$ cat src/rtl/d_mem_bus_initiator.sv
// MEM-stage initiator for a multi-cycle req/ack data-memory bus (one transaction in flight).
// Optional: define MEM_ALIGN_CHECK_EN to abort misaligned accesses without a bus cycle.
module d_mem_bus_initiator #(
  parameter int ADDR_W  = 32,
  parameter int DATA_W  = 32,
  parameter int TIMEOUT = 16,
  parameter int CNT_W   = 5
) (
  input  logic              clk,
  input  logic              rst_n,
  input  logic              MemRead,
  input  logic              MemWrite,
  input  logic [ADDR_W-1:0] address,
  input  logic [DATA_W-1:0] write_data,
  output logic              stall,
  output logic [DATA_W-1:0] read_data,
  output logic              load_valid,
  output logic              bus_error,
  output logic              bus_req,
  output logic              bus_we,
  output logic [ADDR_W-1:0] bus_addr,
  output logic [DATA_W-1:0] bus_wdata,
  input  logic              bus_ack,
  input  logic [DATA_W-1:0] bus_rdata
);

  localparam logic [1:0] S_IDLE = 2'd0;
  localparam logic [1:0] S_BUSY = 2'd1;
  localparam logic [1:0] S_DONE = 2'd2;

  localparam logic [CNT_W-1:0] CNT_LAST = CNT_W'(TIMEOUT - 1);

  logic [1:0]        state_q, state_d;
  logic [CNT_W-1:0]  cnt_q, cnt_d;
  logic              we_q, we_d;
  logic [ADDR_W-1:0] addr_q, addr_d;
  logic [DATA_W-1:0] wdata_q, wdata_d;
  logic [DATA_W-1:0] rdata_q, rdata_d;
  logic              lv_q, lv_d;
  logic              err_q, err_d;

  logic req_in;
  logic misalign;

  assign req_in = MemRead | MemWrite;

`ifdef MEM_ALIGN_CHECK_EN
  assign misalign = (address[1:0] != 2'b00);
`else
  assign misalign = 1'b0;
`endif

  always_comb begin
    state_d = state_q;
    cnt_d   = cnt_q;
    we_d    = we_q;
    addr_d  = addr_q;
    wdata_d = wdata_q;
    rdata_d = rdata_q;
    lv_d    = lv_q;
    err_d   = err_q;
    unique case (state_q)
      S_IDLE: begin
        lv_d  = 1'b0;
        err_d = 1'b0;
        cnt_d = '0;
        if (req_in) begin
          if (misalign) begin
            state_d = S_DONE;
            err_d   = 1'b1;
            rdata_d = '0;
          end else begin
            // a store wins when both strobes are set
            state_d = S_BUSY;
            we_d    = MemWrite;
            addr_d  = address;
            wdata_d = write_data;
          end
        end
      end
      S_BUSY: begin
        cnt_d = cnt_q + 1'b1;
        if (bus_ack) begin
          state_d = S_DONE;
          if (!we_q) begin
            rdata_d = bus_rdata;
            lv_d    = 1'b1;
          end
        end else if (cnt_q == CNT_LAST) begin
          state_d = S_DONE;
          err_d   = 1'b1;
          rdata_d = '0;
        end
      end
      S_DONE: begin
        state_d = S_IDLE;
        cnt_d   = '0;
        lv_d    = 1'b0;
        err_d   = 1'b0;
      end
      default: begin
        state_d = S_IDLE;
        cnt_d   = '0;
        lv_d    = 1'b0;
        err_d   = 1'b0;
      end
    endcase
  end

  always_ff @(posedge clk or negedge rst_n) begin
    if (!rst_n) begin
      state_q <= S_IDLE;
      cnt_q   <= '0;
      we_q    <= 1'b0;
      addr_q  <= '0;
      wdata_q <= '0;
      rdata_q <= '0;
      lv_q    <= 1'b0;
      err_q   <= 1'b0;
    end else begin
      state_q <= state_d;
      cnt_q   <= cnt_d;
      we_q    <= we_d;
      addr_q  <= addr_d;
      wdata_q <= wdata_d;
      rdata_q <= rdata_d;
      lv_q    <= lv_d;
      err_q   <= err_d;
    end
  end

  // bus_req decodes straight from state so reset drops it immediately
  assign bus_req    = (state_q == S_BUSY);
  assign stall      = bus_req | ((state_q == S_IDLE) & req_in);
  assign load_valid = (state_q == S_DONE) & lv_q;
  assign bus_error  = (state_q == S_DONE) & err_q;
  assign read_data  = rdata_q;
  assign bus_we     = we_q;
  assign bus_addr   = addr_q;
  assign bus_wdata  = wdata_q;

endmodule
$ cat config.mk
export PLATFORM = sky130hd
export DESIGN_NAME = d_mem_bus_initiator
export DESIGN_NICKNAME = d
export VERILOG_FILES = /design/src/rtl/d_mem_bus_initiator.sv
export SDC_FILE = /design/constraint.sdc
export NUM_CORES = 1
export LEC_CHECK = 0
export ABC_AREA = 1
export BUFFER_PORTS_ARGS = -buffer_cell sky130_fd_sc_hd__buf_2
export CORE_MARGIN = 4
export CORE_UTILIZATION = 26
export CTS_BUF_LIST = sky130_fd_sc_hd__clkbuf_4 sky130_fd_sc_hd__clkbuf_8 sky130_fd_sc_hd__clkbuf_16
export CTS_CLUSTER_DIAMETER = 50
export DETAILED_ROUTE_END_ITERATION = 6
export PLACE_DENSITY = 0.48
export SYNTH_ARGS = -nofsm -noshare
export SYNTH_HDL_FRONTEND = slang
export SYNTH_SLANG_ARGS = --single-unit
$ cat constraint.sdc
create_clock -name clk -period 1.82 [get_ports clk]
set_clock_uncertainty 0.1 [all_clocks]
set_input_delay 0.455 -clock clk [delete_from_list [all_inputs] [get_ports clk]]
set_output_delay 0.455 -clock clk [all_outputs]
set_load 0.005 [all_outputs]
==> run summary <==
DRC Markers - 0
Worst setup EP type - output pin
All-layer global routing usage - 13.60%
Register area - 0.002655 sq mm
Most area-consuming cells after synthesis - dfrtp_1 62%, nand2_1 18%, nand3_1 7.8%, nand4_1 4.6%, buf_2 2.3%
Number of global-route vias before repair - 3,936
Hold_ws - 0.2340 ns
EDFF count, synth - 0
Width of the die - 136.7 um
H-Tree Depth - 3
Row count - 46
Clock latency on the worst-skew pair - 0.34 ns
Synthesized flop and latch total - 106
Transition time of the tightest slew-check pin - 0.6662 ns
Max-slew violation count - 0
LEAKAGE - 3.341 nW
RR Endpoint - read_data[31]
Most used standard cell by instance count after synthesis - nand2_1
Layout cells sized above 1 - 35.86%
CP Max Fanout - 3
Fillers - 1,673
CP Launch Type - flip-flop
Starting Density - 26.83%
ANT cells - 0
Critical path data required time - 1.26 ns
Yosys warns - 0
Setup Crit Path Kind - flip-flop to output pin
Synth Area per Inst - 9.091 sq um
RePlAce Congestion - 0.7679
DR iter-0 viols - 137
Synth unique cells - 20
Worst R2R Start - cnt_q[0]
Max IR drop VDD - 0.6762 mV
Port Buf Inserts - 201
Synth top area share - 61.56%
Total global routing overflow - 0
Routed Antenna Nets - 0
Post-Syn Nets - 577
Crit path from - state_q[1]
DR WL/cell - 14.30 um
Hold Path End - bus_addr[8]
Cts bufs inserted - 9
Post-route minimum period - 1.735 ns
Number of vias per cell - 4.391
Final TNS setup - 0 ns
Post-synth top cells - 203 x nand2_1, 106 x dfrtp_1, 67 x nand3_1
Relative slew slack - 55.58%
Post-Route WL - 12.70 mm
CP Data Arrival Time - 1.18 ns
Fmax - 576.2 MHz
Max-Cap Viols - 0
Status - completed
1st-pass router iterations - 4
P&R area growth vs syn - 36.70%
Die Y - 136.7 um
DR vias - 3,899
Initial antenna violation count - 1
Final Hold Vio Count - 0
TritonCTS clock tree - built
Largest net degree at the start of global routing - 66
Clock-pin transition on the worst setup and hold timing paths - 0.07 ns
First-pass GRT wire length - 20.25 mm
CTS max path bufs - 2
# nets final - 770
Part of the cycle the worst path needs - 95.36%
Reg2Reg Depth - 10
Worst hold path class - input port to flip-flop
Fraction of registers with async set/reset - 100.0%
CTS Sinks - 106
Sequential area share after synthesis - 61.56%
Die ar. - 0.01870 sq mm
Syn Inst Count - 474
Area of the multi-input gates - 0.001425 sq mm
Top_reg_cell synth - dfrtp_1
Hold path startpoint - address[8]
R2r setup slk - 0.14 ns
Pwr dens - 1695 mW/mm^2
Clock Root Buffer - clkbuf_16
Placed cell count - 869
I/O pin total - 202
Fin cells - 888
Post-DP HPWL - 9.034 mm
Final setup viols - 0
Area leader, netlist - dfrtp_1
Hold depth - 3
Core ar. - 0.01606 sq mm
Cell Area, Synth - 0.004309 sq mm
layer usage:
metal	vias up	part of all wire, %	GRT usage [%]
li1	1920	-	-
met1	1803	45	18.33
met2	161	41	19.14
met3	13	12	6.544
met4	2	1.2	4.367
met5	-	0.10	0
worst max-delay path: stages, from the launching register on:
cell	delay, ns
dfrtp_2	0.45
nor2_4	0.16
nand2_2	0.07
nand2_1	0.06
buf_2	0.10
flip-flops by register name (all words and copies together), names as in the netlist:
register	cells
bus_addr	32
state_q	2
read_data	32
cnt_q	5
err_q	1
lv_q	1
bus_wdata	32
bus_we	1
cells in the final DEF, fill, tap and decap left out, types with 2 or more instances in the layout:
master,n
buf_4,11
ha_1,2
dfrtp_2,2
clkbuf_16,9
nor3_1,2
dfrtp_1,104
a21oi_1,3
buf_12,5
buf_2,200
nor2_1,7
nand4_1,32
inv_1,9
nand2_1,202
clkbuf_4,2
nor2_4,2
nand3_1,67
inv_2,2
what timing repair did:
action / CTS / global route
gates resized for setup: 2 / 1
endpoints found under the hold margin: 25 / 0
setup endpoints to repair: 2 / 3
buffers inserted: 0 / 2
hold buffers: 1 / 0
pin swaps: 0 / 1
worst max-delay path by stage:
stage | endpoint | cells past startpoint
after floorplan | stall | 4
after global placement | stall | 5
after detailed placement | bus_wdata[13] | 5
after CTS | stall | 4
after global routing | stall | 5
final | stall | 4
per-stage QoR:
| step | cell area, sq um | setup WS, ns | power, W | utilization [%] |
|---|---|---|---|---|
| 2_1_floorplan | 4309 | 0.2465 | 0.006161 | - |
| 3_3_place_gp | 5553 | 0.09921 | 0.007992 | 34.58 |
| 3_5_place_dp | 5553 | 0.06345 | 0.008076 | 34.58 |
| 4_1_cts | 5874 | 0.001435 | 0.01013 | 36.58 |
| 5_1_grt | 5891 | -0.003998 | 0.01088 | 36.68 |
| 6_report | 5891 | 0.08452 | 0.009983 | 36.68 |
cell families after synthesis:
kind of cell	Yosys count	share of synthesized area, %
fa+ha+maj	2	0.5806
flops	106	61.56
compound gates	5	0.5804
simple gates	315	31.56
buf+inv	46	5.720
where the power goes:
| group | internal [W] | switching [W] |
|---|---|---|
| Clock | 0.00114 | 0.000846 |
| Combinational | 0.00165 | 0.00227 |
| Sequential | 0.00348 | 0.000605 |
cell type report:
| class | count | share of cell area (%) |
|---|---|---|
| flip-flops and latches | 106 | 45.07 |
| multi-input cells | 322 | 24.19 |
| repair buffers | 217 | 20.26 |
| well taps | 216 | 4.588 |
| clock buffers | 12 | 4.312 |
| clock inverters | 4 | 0.8709 |
| inverters | 11 | 0.7009 |
(Power assumes the default switching activity.)
